File: src/rtl/tug_pkg.sv
// Shared constants and state encoding for the tug-of-war score sequencer.
package tug_pkg;

  localparam int SCORE_W         = 5;
  localparam int NET_W           = 4;
  localparam int SCORE_MAX_DEF   = 20;
  localparam int SCORE_START_DEF = 10;

  typedef enum logic {
    PLAY     = 1'b0,
    WIN_HOLD = 1'b1
  } tug_state_e;

endpackage

File: src/rtl/tug_score_ctrl_if.sv
// Video-counter, player-input and score-output bundle for tug_score_ctrl.
interface tug_score_ctrl_if;
  import tug_pkg::*;

  logic [9:0]         hPixelCounter;
  logic [9:0]         vPixelCounter;
  logic               gameEnable;
  logic               leftPoint;
  logic               rightPoint;
  logic               newRound;
  logic [SCORE_W-1:0] score;
  logic               winLeft;
  logic               winRight;
  logic               roundActive;

  // Game/video side: drives counters and pulses, observes the score.
  modport master (
    output hPixelCounter, vPixelCounter, gameEnable, leftPoint, rightPoint, newRound,
    input  score, winLeft, winRight, roundActive
  );

  // Score controller side.
  modport slave (
    input  hPixelCounter, vPixelCounter, gameEnable, leftPoint, rightPoint, newRound,
    output score, winLeft, winRight, roundActive
  );
endinterface

File: src/rtl/tug_frame_tick.sv
// One-cycle-per-frame strobe at the start of a chosen blanking line.
module tug_frame_tick #(
  parameter int UPDATE_LINE = 490
) (
  input  logic [9:0] hPixelCounter,
  input  logic [9:0] vPixelCounter,
  output logic       frameTick
);

  localparam logic [9:0] LINE = 10'(UPDATE_LINE);

  // Pixel 0 of the update line occurs exactly once per frame.
  always_comb frameTick = (vPixelCounter == LINE) && (hPixelCounter == 10'd0);

endmodule

File: src/rtl/tug_score_ctrl.sv
// Frame-synchronous tug-of-war score sequencer: accumulates player pulses into
// a saturating net pull and moves the rope score one step per frame.
module tug_score_ctrl
  import tug_pkg::*;
#(
  parameter int SCORE_MAX   = SCORE_MAX_DEF,
  parameter int SCORE_START = SCORE_START_DEF,
  parameter int NET_MAX     = 7,
  parameter int UPDATE_LINE = 490,
  parameter int HOLD_FRAMES = 120
) (
  input  logic           pixelClk,
  input  logic           rstN,
  tug_score_ctrl_if.slave bus
);

  localparam logic [SCORE_W-1:0]      SMAX   = SCORE_W'(SCORE_MAX);
  localparam logic [SCORE_W-1:0]      SSTART = SCORE_W'(SCORE_START);
  localparam logic [7:0]              HOLD   = 8'(HOLD_FRAMES);
  localparam logic signed [NET_W:0]   NMAX   = (NET_W+1)'(NET_MAX);
  localparam logic signed [NET_W:0]   NMIN   = -NMAX;
  localparam logic signed [NET_W:0]   ONE    = (NET_W+1)'(1);

  tug_state_e                state;
  logic signed [NET_W-1:0]   net;
  logic [7:0]                holdCnt;
  logic [SCORE_W-1:0]        score;
  logic                      winLeft, winRight, roundActive;

  logic                      frameTick;
  logic                      tickPlay, stepUp, stepDn, winR, winL;
  logic [SCORE_W-1:0]        scoreUp, scoreDn;
  logic signed [NET_W:0]     adj, netSum;
  logic signed [NET_W-1:0]   netNx;

  tug_frame_tick #(.UPDATE_LINE(UPDATE_LINE)) uTick (
    .hPixelCounter (bus.hPixelCounter),
    .vPixelCounter (bus.vPixelCounter),
    .frameTick     (frameTick)
  );

  // Frame step decision and the summed, saturated next net value.
  always_comb begin
    tickPlay = frameTick && bus.gameEnable && (state == PLAY);
    stepUp   = tickPlay && !net[NET_W-1] && (net != '0);
    stepDn   = tickPlay && net[NET_W-1];
    scoreUp  = score + 1'b1;
    scoreDn  = score - 1'b1;
    winR     = stepUp && (scoreUp == SMAX);
    winL     = stepDn && (scoreDn == '0);

    adj = '0;
    if (stepUp) adj = adj - ONE;
    if (stepDn) adj = adj + ONE;
    // Simultaneous left and right pulses cancel.
    if (bus.gameEnable && bus.rightPoint && !bus.leftPoint) adj = adj + ONE;
    if (bus.gameEnable && bus.leftPoint && !bus.rightPoint) adj = adj - ONE;

    netSum = $signed({net[NET_W-1], net}) + adj;
    netNx  = netSum[NET_W-1:0];
    if (netSum > NMAX)      netNx = NMAX[NET_W-1:0];
    else if (netSum < NMIN) netNx = NMIN[NET_W-1:0];
  end

  // Round FSM with registered score, flags, net and hold countdown.
  always_ff @(posedge pixelClk or negedge rstN) begin
    if (!rstN) begin
      state       <= PLAY;
      net         <= '0;
      holdCnt     <= '0;
      score       <= SSTART;
      winLeft     <= 1'b0;
      winRight    <= 1'b0;
      roundActive <= 1'b1;
    end else if (bus.newRound) begin
      state       <= PLAY;
      net         <= '0;
      holdCnt     <= '0;
      score       <= SSTART;
      winLeft     <= 1'b0;
      winRight    <= 1'b0;
      roundActive <= 1'b1;
    end else begin
      case (state)
        PLAY: begin
          if (winR || winL) begin
            state       <= WIN_HOLD;
            score       <= winR ? SMAX : '0;
            winRight    <= winR;
            winLeft     <= winL;
            roundActive <= 1'b0;
            net         <= '0;
            holdCnt     <= HOLD;
          end else begin
            net <= netNx;
            if (stepUp)      score <= scoreUp;
            else if (stepDn) score <= scoreDn;
          end
        end
        WIN_HOLD: begin
          // Countdown runs regardless of gameEnable; pulses are ignored here.
          if (frameTick) begin
            if (holdCnt == 8'd1) begin
              state       <= PLAY;
              net         <= '0;
              holdCnt     <= '0;
              score       <= SSTART;
              winLeft     <= 1'b0;
              winRight    <= 1'b0;
              roundActive <= 1'b1;
            end else begin
              holdCnt <= holdCnt - 8'd1;
            end
          end
        end
        default: state <= PLAY;
      endcase
    end
  end

  assign bus.score       = score;
  assign bus.winLeft     = winLeft;
  assign bus.winRight    = winRight;
  assign bus.roundActive = roundActive;

endmodule

File: src/flat_wrapper.sv
// flat-port wrapper written by rule: the top's interface ports become plain ports
module tug_score_ctrl_flat import tug_pkg::*;
#(
  parameter int SCORE_MAX   = SCORE_MAX_DEF,
  parameter int SCORE_START = SCORE_START_DEF,
  parameter int NET_MAX     = 7,
  parameter int UPDATE_LINE = 490,
  parameter int HOLD_FRAMES = 120
)
  (pixelClk, rstN, bus_hPixelCounter, bus_vPixelCounter, bus_gameEnable, bus_leftPoint, bus_rightPoint, bus_newRound, bus_score, bus_winLeft, bus_winRight, bus_roundActive);
  tug_score_ctrl_if bus_i ();
  input  logic pixelClk;
  input  logic rstN;
  input wire logic [$bits(bus_i.hPixelCounter)-1:0] bus_hPixelCounter;
  input wire logic [$bits(bus_i.vPixelCounter)-1:0] bus_vPixelCounter;
  input wire logic [$bits(bus_i.gameEnable)-1:0] bus_gameEnable;
  input wire logic [$bits(bus_i.leftPoint)-1:0] bus_leftPoint;
  input wire logic [$bits(bus_i.rightPoint)-1:0] bus_rightPoint;
  input wire logic [$bits(bus_i.newRound)-1:0] bus_newRound;
  output wire logic [$bits(bus_i.score)-1:0] bus_score;
  output wire logic [$bits(bus_i.winLeft)-1:0] bus_winLeft;
  output wire logic [$bits(bus_i.winRight)-1:0] bus_winRight;
  output wire logic [$bits(bus_i.roundActive)-1:0] bus_roundActive;
  assign bus_i.hPixelCounter = bus_hPixelCounter;
  assign bus_i.vPixelCounter = bus_vPixelCounter;
  assign bus_i.gameEnable = bus_gameEnable;
  assign bus_i.leftPoint = bus_leftPoint;
  assign bus_i.rightPoint = bus_rightPoint;
  assign bus_i.newRound = bus_newRound;
  assign bus_score = bus_i.score;
  assign bus_winLeft = bus_i.winLeft;
  assign bus_winRight = bus_i.winRight;
  assign bus_roundActive = bus_i.roundActive;
  tug_score_ctrl #(.SCORE_MAX(SCORE_MAX), .SCORE_START(SCORE_START), .NET_MAX(NET_MAX), .UPDATE_LINE(UPDATE_LINE), .HOLD_FRAMES(HOLD_FRAMES)) u_core (.pixelClk(pixelClk), .rstN(rstN), .bus(bus_i));
endmodule
File: config.mk
export PLATFORM = sky130hd
export DESIGN_NAME = tug_score_ctrl_flat
export DESIGN_NICKNAME = d
export VERILOG_FILES = /design/src/rtl/tug_pkg.sv /design/src/rtl/tug_score_ctrl_if.sv /design/src/rtl/tug_frame_tick.sv /design/src/rtl/tug_score_ctrl.sv /design/src/flat_wrapper.sv
export SDC_FILE = /design/constraint.sdc
export NUM_CORES = 1
export LEC_CHECK = 0
export CORE_UTILIZATION = 30
export CTS_CLUSTER_DIAMETER = 30
export DETAILED_ROUTE_END_ITERATION = 6
export SETUP_SLACK_MARGIN = 0.4
export SLEW_MARGIN = 15
export SYNTH_ARGS = -nofsm -noshare
export SYNTH_HDL_FRONTEND = slang
export SYNTH_HIERARCHICAL = 1
export SYNTH_SLANG_ARGS = --single-unit
File: constraint.sdc
create_clock -name pixelClk -period 7.92 [get_ports pixelClk]
set_clock_uncertainty 0.2 [all_clocks]
set_input_delay 1.584 -clock pixelClk [delete_from_list [all_inputs] [get_ports pixelClk]]
set_output_delay 1.584 -clock pixelClk [all_outputs]
set_load 0.01 [all_outputs]
==> impl_results.md <==
* CP Class: input pin to register
* Max Cap Viol at 0
* Post-Layout Cell Count at approximately 310
* Core area at between 5000 and 6000 µm²
* Die height at about 80 µm
* Worst-path clk slew at 80 ps
* Hold-fix buffers, CTS at 0
* I/O pin cnt at 34
* End of the critical path: u_core/net[2]
* Pin count of the biggest net entering global routing at 22
* Grt ovf at 0
* Layout fillers at slightly below 600
* Vias post-DR at between 1500 and 2000
* First-pass GRT wire length at 7134 µm
* Worst slew pin tran at 970.5 ps
* CP arrival at 5930 ps
* DRT Pass-1 Iters at 5
* R2R Path End: u_core/net[2]
* Yosys warnings at 6
* Rows at 28
* Post-route cell area at 2246 µm²
* CTS sink cnt at 21
* Mean Syn Cell Area at 9.121 µm²
* Max VDD drop at 0.00005921 V
* Htree depth at 1
* # setup viols final at 0
* Die width at 79.98 µm
* Final period util at 75.42%
* Distinct cells, synth at 64
* Setup bufs post-CTS at 0
* I/O Buffers at 33
* WL final at 3995 µm
* Crit path from: bus_vPixelCounter[0]
* Sequential area share after synthesis at 29.01%
* Post-synth EDFFs at 0
* Gr usage total at roughly 14%
* Status: complete, no violations
* Syn-to-layout area delta at 23.11%
* Tmin final at ~6000 ps
* Number of global-route vias before repair at 1532
* Synth area leaders: dfrtp_1 25%, ha_1 8.2%, dfstp_2 4.3%
* Cell Area, Synth at between 1500 and 2000 µm²
* Clock Path Buffers at 2
* CP Capture Type: register
* Clock Root Buffer: clkbuf_8
* Initial Utilization at 30.99%
* Routed wire length per instance at approximately 13 µm
* R2r setup slk at 3940 ps
* R2R depth at 14
* Crit path required time at 7870 ps
* Ys async rst share at 100.0%
* N_diodes at 0
* RePlAce Congestion at 0.7772
* Critical Path Fanout Max at 6
* Routed vias/inst at 5.190
* Reg2reg start: u_core/state
* Hold crit path type: register to register
* Main synth FF type: dfrtp_1
* Num CTS Buffers at 3
* Post-Synthesis Cells at 200
* Hold_sp: u_core/bus.roundActive
* TritonCTS clock tree: built
* PwrDens at about 140 nW/µm²
* Fraction of layout cells with a size suffix above 1 at a little under an eighth
* Post-DP HPWL at roughly 3200 µm
* Fin Hold WS at ~280 ps
* RSZ-0062 raised after global routing: no
* Area leader, netlist: dfrtp_1
* Clk_lat worst skew at 260 ps
* Post-placement cell count at 301
* Area after DPL at 2200 µm²
* Final Hold Vio Count at 0
* CP Launch Type: input pin
* Mapped Nets at around 240
* Top-area cell type share of the netlist area at around 25%
* Leak Pwr at 0.9109 nW
* Initial DRC Count at slightly above 70
* DIE AREA at 6397 µm²
* # nets final at 270
* Core Util, Final at 38.16%
* Initial antenna violation count at 0
* Fin Setup TNS at 0 ps
* Fmax at roughly 170 MHz
* # DRC at 0
* Post-synthesis register bit count at 21
* Cts repair resizes at 0
* Slew margin rel. at 35.10%
* Final-report max-slew violation count at 0
* DRT antenna net count at 0
==> placed cells by master (no fill, tap or decap), types with 3 or more instances in the layout <==
cell,n
a31oi_1,3
xor2_1,5
mux2i_1,3
clkbuf_8,3
a21o_1,4
nor3_2,3
clkdlybuf4s50_1,33
o21ai_0,15
nor4_1,4
xnor2_1,7
dfrtp_1,18
ha_1,12
o21ai_1,5
nand3_1,5
a21oi_1,7
inv_1,8
dfstp_2,3
a211oi_1,3
nand2_1,20
a22o_1,4
or3_1,3
nor2_1,10
==> worst max-delay path, cell delays in order <==
cell	delay, ps
clkdlybuf4s50_1	380
or4b_1	530
nor3_2	320
nand3b_2	180
a21oi_1	500
xor2_1	210
ha_1	160
inv_1	40
ha_1	260
a22o_1	190
a22o_1	230
ha_1	310
a21o_1	170
a21oi_1	190
xor2_1	360
maj3_2	260
o21ai_1	50
==> final cells by class <==
class	instances	area, µm²	share of cell area [%]
multi-input combinational	164	1216	54.15
sequential	21	529.3	23.57
timing repair buffer	33	330.3	14.71
tap	75	93.84	4.178
clock buffer	3	41.29	1.838
inverter	8	30.03	1.337
clock inverter	1	5.005	0.2228
==> flip-flops by register name (all words and copies together) (netlist names) <==
name and flops:
u_core/bus.roundActive 1, u_core/bus.score 5, u_core/bus.winLeft 1, u_core/bus.winRight 1, u_core/holdCnt 8, u_core/net 4, u_core/state 1
==> per-stage QoR <==
stage                     setup slack (ps)  total power [W]
after floorplan                       2434        0.0002199
after global placement                1762        0.0002544
after detailed placement              1648        0.0002545
after CTS                             1930        0.0003274
after global routing                  1619        0.0003487
final                                 1947        0.0003229
==> cell usage after synthesis (4+ instances only) <==
cell / n
nand2_1: 20
dfrtp_1: 18
o21ai_0: 15
ha_1: 12
nor2_1: 10
inv_1: 8
a21oi_1: 7
xnor2_1: 7
nand3_1: 5
o21ai_1: 5
xor2_1: 5
a21o_1: 4
a22o_1: 4
nor4_1: 4
==> worst min-delay path by stage <==
| stage | slack (ps) | cells after the start | to |
|---|---|---|---|
| 2_1_floorplan | 290 | 2 | u_core/bus.roundActive |
| 3_3_place_gp | 270 | 2 | u_core/bus.winRight |
| 3_5_place_dp | 270 | 2 | u_core/bus.winLeft |
| 4_1_cts | 290 | 2 | u_core/bus.roundActive |
| 5_1_grt | 320 | 2 | u_core/bus.winRight |
| 6_report | 280 | 2 | u_core/bus.roundActive |
==> metal layers <==
layer / routed length [µm] / GRT usage, % / vias to the layer above
li1: - / - / 797
met1: 1938 / 18.67 / 756
met2: 1867 / 22.56 / 26
met3: 152 / 1.943 / 4
met4: 37 / 5.357 / 0
met5: 0 / 0 / -
==> where the power goes <==
group | switching (W) | internal (W) | total [W]
logic | 0.0000525 | 0.0000578 | 0.000110
registers | 0.0000209 | 0.000121 | 0.000142
clock network | 0.0000356 | 0.0000351 | 0.0000707
==> kinds of logic after synthesis <==
logic type	synth area share, %
and+or+nand+nor	24.28
AOI/OAI and AO/OA	22.98
DFF	29.01
buffers and inverters	4.321
adders and majority gates	10.49
xor gates and xnor gates	6.653
muxes	2.263
Note: power is estimated with default switching activity, not from simulation.
